$ cat src/rtl/serial_sub_pkg.sv
// Shared definitions for the bit-serial subtractor: FSM state encoding and
// the default operand width.
package serial_sub_pkg;

    typedef enum logic [1:0] {
        IDLE = 2'd0,
        RUN  = 2'd1,
        DONE = 2'd2
    } state_t;

    localparam int SERIAL_SUB_WIDTH_DEF = 8;

endpackage

$ cat src/rtl/serial_sub_fs_bit.sv
// Combinational full-subtractor cell: d = x - y - bi, bo = borrow out.
module fs_bit (
    input  logic x,
    input  logic y,
    input  logic bi,
    output logic d,
    output logic bo
);

    assign d  = x ^ y ^ bi;
    assign bo = (~x & y) | (~(x ^ y) & bi);

endmodule

$ cat src/rtl/serial_sub.sv
// Bit-serial subtractor: diff = a - b (mod 2^WIDTH), LSB first, one bit per
// clock through a single full-subtractor cell and a borrow flip-flop.
// Start/done handshake; latency is WIDTH+1 edges from the accepted start.
// Optional macro SERIAL_SUB_OVF_EN adds the signed-overflow output ovf.
module serial_sub
    import serial_sub_pkg::*;
#(
    parameter int WIDTH = SERIAL_SUB_WIDTH_DEF
) (
    input  logic             clk,
    input  logic             rst,
    input  logic             start,
    input  logic [WIDTH-1:0] a,
    input  logic [WIDTH-1:0] b,
    output logic             busy,
    output logic             done,
    output logic [WIDTH-1:0] diff,
    output logic             borrow
`ifdef SERIAL_SUB_OVF_EN
    ,
    output logic             ovf
`endif
);

    localparam int CW = (WIDTH > 1) ? $clog2(WIDTH) : 1;
    localparam logic [CW-1:0] CNT_LAST = CW'(WIDTH - 1);

    state_t           state_reg, state_next;
    logic [WIDTH-1:0] sa_reg, sb_reg, diff_reg;
    logic             borrow_reg;
    logic [CW-1:0]    cnt_reg;
    logic             busy_reg, done_reg;
    logic             load, shift, cell_d, cell_bo;

    assign load  = (state_reg == IDLE) && start;
    assign shift = (state_reg == RUN);

    // Single subtractor cell fed by the operand LSBs and the borrow FF.
    fs_bit u_fs_bit (
        .x  (sa_reg[0]),
        .y  (sb_reg[0]),
        .bi (borrow_reg),
        .d  (cell_d),
        .bo (cell_bo)
    );

    // State register plus registered busy/done decoded from the next state.
    always_ff @(posedge clk or posedge rst) begin
        if (rst) begin
            state_reg <= IDLE;
            busy_reg  <= 1'b0;
            done_reg  <= 1'b0;
        end else begin
            state_reg <= state_next;
            busy_reg  <= (state_next == RUN);
            done_reg  <= (state_next == DONE);
        end
    end

    // Next-state logic: start only honoured in IDLE, DONE lasts one cycle.
    always_comb begin
        state_next = state_reg;
        case (state_reg)
            IDLE:    if (start) state_next = RUN;
            RUN:     if (cnt_reg == CNT_LAST) state_next = DONE;
            DONE:    state_next = IDLE;
            default: state_next = IDLE;
        endcase
    end

    // Operand/result shift registers, borrow FF and bit counter.
    always_ff @(posedge clk or posedge rst) begin
        if (rst) begin
            sa_reg     <= '0;
            sb_reg     <= '0;
            diff_reg   <= '0;
            borrow_reg <= 1'b0;
            cnt_reg    <= '0;
        end else if (load) begin
            sa_reg     <= a;
            sb_reg     <= b;
            diff_reg   <= '0;
            borrow_reg <= 1'b0;
            cnt_reg    <= '0;
        end else if (shift) begin
            sa_reg     <= sa_reg >> 1;
            sb_reg     <= sb_reg >> 1;
            diff_reg   <= {cell_d, diff_reg[WIDTH-1:1]};
            borrow_reg <= cell_bo;
            cnt_reg    <= cnt_reg + 1'b1;
        end
    end

`ifdef SERIAL_SUB_OVF_EN
    logic am_reg, bm_reg, ovf_reg;

    // Operand sign capture and overflow evaluation as the MSB is produced.
    always_ff @(posedge clk or posedge rst) begin
        if (rst) begin
            am_reg  <= 1'b0;
            bm_reg  <= 1'b0;
            ovf_reg <= 1'b0;
        end else if (load) begin
            am_reg  <= a[WIDTH-1];
            bm_reg  <= b[WIDTH-1];
            ovf_reg <= 1'b0;
        end else if (shift && (cnt_reg == CNT_LAST)) begin
            ovf_reg <= (am_reg != bm_reg) && (cell_d != am_reg);
        end
    end

    assign ovf = ovf_reg;
`endif

    assign busy   = busy_reg;
    assign done   = done_reg;
    assign diff   = diff_reg;
    assign borrow = borrow_reg;

endmodule

$ cat config.mk
export PLATFORM = sky130hd
export DESIGN_NAME = serial_sub
export DESIGN_NICKNAME = d
export VERILOG_FILES = /design/src/rtl/serial_sub_pkg.sv /design/src/rtl/serial_sub_fs_bit.sv /design/src/rtl/serial_sub.sv
export SDC_FILE = /design/constraint.sdc
export NUM_CORES = 1
export LEC_CHECK = 0
export CELL_PAD_IN_SITES_DETAIL_PLACEMENT = 0
export CELL_PAD_IN_SITES_GLOBAL_PLACEMENT = 1
export CORE_ASPECT_RATIO = 0.8
export CORE_MARGIN = 2
export CORE_UTILIZATION = 39
export CTS_BUF_LIST = sky130_fd_sc_hd__clkbuf_16
export DETAILED_ROUTE_END_ITERATION = 10
export PLACE_DENSITY_LB_ADDON = 0.05
export SLEW_MARGIN = 25
export SYNTH_ARGS = -nofsm -noshare
export SYNTH_HDL_FRONTEND = slang
export SYNTH_SLANG_ARGS = --single-unit
$ cat constraint.sdc
create_clock -name clk -period 1.6 [get_ports clk]
set_input_delay 0.16 -clock clk [delete_from_list [all_inputs] [get_ports clk]]
set_output_delay 0.16 -clock clk [all_outputs]
set_load 0.01 [all_outputs]
Word level (Yosys, flattened, before mapping)
Cells that the tools add are included.
{"block": "totals", "elab_cells": 36, "reg_bits": 32, "inputBits": 19, "output_inout_bits": 11}
{"block": "op_classes", "addsub": 1, "bitwise_logic": 7, "reduce_logical": 3, "mux": 13, "eq_ne": 4}
{"op": "$mux 8", "n": 6}
{"op": "$mux 3", "n": 2}
{"op": "$eq 2x1->1 const B", "n": 2}
{"op": "$mux 2", "n": 2}
{"op": "$pmux 2 s2", "n": 1}
{"op": "$add 3x1->3 const B", "n": 1}
{"op": "$eq 3x3->1 const B", "n": 1}
{"op": "$and 1x1->1", "n": 2}
{"op": "$eq 2x2->1 const B", "n": 1}
{"op": "$logic_not 2->1", "n": 1}
{"op": "$mux 1", "n": 2}
{"op": "$not 1->1", "n": 2}
{"op": "$reduce_bool 2->1", "n": 1}
{"op": "$xor 1x1->1", "n": 2}
{"op": "$logic_and 1x1->1", "n": 1}
{"op": "$or 1x1->1", "n": 1}

Longest topological paths before layout
{"block": "depth", "word_depth": 6, "mapped_depth": 4}

Modules after synthesis
Synthesis repeated with hierarchy kept, for this count alone.
{"block": "hier_totals", "cells_unflattened": 119, "hier_area_um2": 1332.5}
{"module": "serial_sub", "n_inst": 1, "area_each_um2": 1301.2, "cells_each": 115, "seq_area_each_um2": 800.8}
{"module": "fs_bit", "n_inst": 1, "area_each_um2": 31.3, "cells_each": 4, "seq_area_each_um2": 0.0}

Worst setup path after synthesis
OpenSTA, ideal clock, no wires.
{"block": "synth_timing", "path_type": "reg-to-reg", "from": "reg borrow_reg (netlist: borrow)", "to": "reg diff_reg[7] (netlist: diff[7])", "n_path_buf": 0, "period_less_slack_ps": 1232, "arrival_time_ps": 1111, "path_stages_with_launch": 4, "setup_slack_ps": 368, "path_cell_list": "dfrtp_1 -> inv_1 -> fa_1 -> a22o_1"}
{"block": "synth_via", "elab_chain_cells": 3}
{"element": "start, declared", "line_no": "serial_sub.sv:30", "source": "logic borrow_reg;"}
{"element": "start signal, assigned", "line_no": "serial_sub.sv:89", "source": "borrow_reg <= cell_bo;"}
{"element": "$xor 1x1->1", "line_no": "serial_sub_fs_bit.sv:10", "source": "assign d = x ^ y ^ bi;"}
{"element": "$mux 8", "line_no": "serial_sub.sv:85", "source": "end else if (shift) begin"}
{"element": "$mux 8", "line_no": "serial_sub.sv:79", "source": "end else if (load) begin"}
{"element": "end signal, assigned", "line_no": "serial_sub.sv:88", "source": "diff_reg <= {cell_d, diff_reg[WIDTH-1:1]};"}
{"element": "end, declared", "line_no": "serial_sub.sv:29", "source": "logic [WIDTH-1:0] sa_reg, sb_reg, diff_reg;"}
Every way passes these cells. The select of a mux whose other input is x is not followed.
A chain may end at the register's enable or synchronous reset.

Final worst setup path
{"block": "layout_timing", "from": "reg state_reg[0]", "to": "reg sb_reg[0]"}
{"block": "layout_via", "elab_chain_cells": 3, "word_cells_on_any_way": 5, "classes_between": "eq/ne (1); mux (1); reduce/logical (3)"}
{"element": "start, declared", "line_no": "serial_sub.sv:28", "source": "state_t state_reg, state_next;"}
{"element": "start signal, assigned", "line_no": "serial_sub.sv:54", "source": "state_reg <= state_next;"}
{"element": "$logic_not 2->1", "line_no": "serial_sub.sv:35", "source": "assign load = (state_reg == IDLE) && start;"}
{"element": "$logic_and 1x1->1", "line_no": "serial_sub.sv:35"}
{"element": "$mux 8 / $reduce_bool 2->1 (equally long branches)"}
{"element": "end signal, assigned", "line_no": "serial_sub.sv:87", "source": "sb_reg <= sb_reg >> 1;"}
{"element": "end, declared", "line_no": "serial_sub.sv:29"}
Several ways; a longest one is shown, not always the timed one.

==> metrics.csv <==
metric,value,unit
synth_cell_types,25,
p_per_area,1890,nW/um2
p_total,3690,uW
drtIter0Drc,60,
wl_per_cell,14.4,um
n_antenna_cell,0,
cts_sinks,32,
max_freq,713,MHz
rsz0062_at_grt,no,
synth.avg_cell_area,11.4,um2
synthAdderAreaFrac,0.0307,
maxCapViolCount,0,
cpPeakStageDelay,0.56,ns
syn_inst,129,
grt_max_degree,33,
vias,1073,
synth-async-reset-ratio,1.00,
yosys_warnings,0,
ir_drop,1.01,mV
cts_setup_buffers,0,
hold_viol_final,0,
r2r_slack,0.20,ns
path_class,flip-flop to flip-flop,
firstDrtPassIters,4,
drive_gt1_frac,0.146,
port_buffers,29,
final_common_cell,dfrtp_1,
cp.arrival,1.61,ns
slew_headroom,0.654,
areaGrowthSynthToFinish,32.8,%
end_kind,flip-flop,
reg2reg_from,state_reg[0]$_DFF_PP0_,
worst_pin_slew,0.517,ns
cts-buffers-inserted,5,
fin_crit_sh,0.876,
status,"complete, no violations",
core_area,3520,um2
grt_usage,0.156,
critPathLaunchType,flip-flop,
critPathLaunch,state_reg[0]$_DFF_PP0_,
endpoint,sb_reg[0]$_DFFE_PP0P_,
required,1.81,ns
clk_pin_slew,0.05,ns
insertion_delay,0.27,ns
synth_compound_area_frac,0.135,
critPathMaxFanout,14,
ctsHoldBuffers,0,
leakage,0.000848,uW
synthesis.nets,151,
skew,0.00113,ns
h-tree-depth,2,
gp_congestion,0.747,
ys_seq_area_frac,0.546,
netlist_area,1470,um2
die_w,72.6,um
die_area,4270,um2
antenna_found_initial,0,
cts_tree,built,
final_nets,185,
slew_viol_final,0,
fin_util,0.554,
grt_overflow,0,
ant_nets,0,
cts_resized,0,
synth_ff_type,dfrtp_1,
num_rows,19,
drc,0,
grt_first_pass_wirelength,4950,um
final_cell_mix,"dfrtp_1, clkdlybuf4s50_1, nor3b_1",
die_h,58.8,um
start_util,0.417,
whs,0.271,ns
synthMuxAreaShare,0,
reg2reg_to,sb_reg[0]$_DFFE_PP0P_,
wl,2970,um
reg2reg_depth,2,
fin_tns_setup,0,ns
dp_hpwl,1960,um
synth_top_family_by_area,simple AND/OR/NAND/NOR gates,
vias_per_cell,5.21,
synth-seq-cells,32,
first_global_vias,1061,
clock_path_buffers,2,
root_buffer,clkbuf_16,
period_needed,1.40,ns
io_pins,30,
synth_edf_count,0,
slowest_stage,dfrtp_1,
min_path_type,input pin to asynchronous set/reset pin,
cp_cell_sequence,nor2b_2 > a221o_1,
yosys.area_share.simple,0.241,
finalSetupViolCount,0,
synthXorXnorAreaFrac,0,
## cells by family after synthesis
logic type,count (synthesis)
AOI/OAI and AO/OA,25
adders and majority gates,3
buffers and inverters,14
DFF,32
and+or+nand+nor,55
## cell type report
cell class                      count  area, um2
Fill cell                         302       1570
Sequential cell                    32        801
Multi-Input combinational cell     83        597
Timing Repair Buffer               36        343
Clock buffer                        5        125
Tap cell                           42       52.6
Inverter                            5       18.8
Clock inverter                      3       11.3
## worst max-delay path: cells and delay by family (launching register included)
family	cells	cell delay, ns
compound gates	1	0.23
flops	1	0.56
simple gates	1	0.54
## cells in the mapped netlist (3+ instances only)
| cell type | number | area share |
|---|---|---|
| buf_4 | 3 | 0.015 |
| nor3_1 | 11 | 0.038 |
| a21oi_1 | 4 | 0.014 |
| nor2_1 | 11 | 0.028 |
| dfrtp_1 | 32 | 0.55 |
| a22o_1 | 12 | 0.072 |
| nand2b_1 | 4 | 0.017 |
| nor3_2 | 9 | 0.061 |
| nor3b_1 | 14 | 0.072 |
| buf_2 | 4 | 0.014 |
| inv_1 | 5 | 0.013 |
## per-stage QoR
stage	setup slack (ns)	area, um2	cells
final	0.198	1950	206
after global routing	0.0913	1950	206
after CTS	0.196	1950	206
after detailed placement	0.0864	1810	198
after global placement	0.132	1810	198
after floorplan	0.368	1470	129
## power by group
group | switching, uW | internal [uW]
sequential | 255 | 1170
combinational | 631 | 757
clock | 315 | 558
## worst min path at each step
stage	from	end	slack, ns	cells after the start
after floorplan	rst	borrow$_DFFE_PP0P_	0.28	1
after CTS	rst	borrow$_DFFE_PP0P_	0.29	3
after global placement	cnt_reg[0]$_DFFE_PP0P_	cnt_reg[0]$_DFFE_PP0P_	0.47	1
after global routing	rst	sb_reg[3]$_DFFE_PP0P_	0.34	3
after detailed placement	cnt_reg[0]$_DFFE_PP0P_	cnt_reg[0]$_DFFE_PP0P_	0.48	1
final	rst	cnt_reg[1]$_DFFE_PP0P_	0.27	3
## metal layers
metal  vias to the layer above  GRT usage  share of wire
met5                         -          0              0
met4                         0     0.0608         0.0071
met3                         2     0.0651          0.062
met2                        24      0.227           0.43
met1                       519      0.207           0.50
li1                        528          -              -
Note: power is estimated with default switching activity, not from simulation.
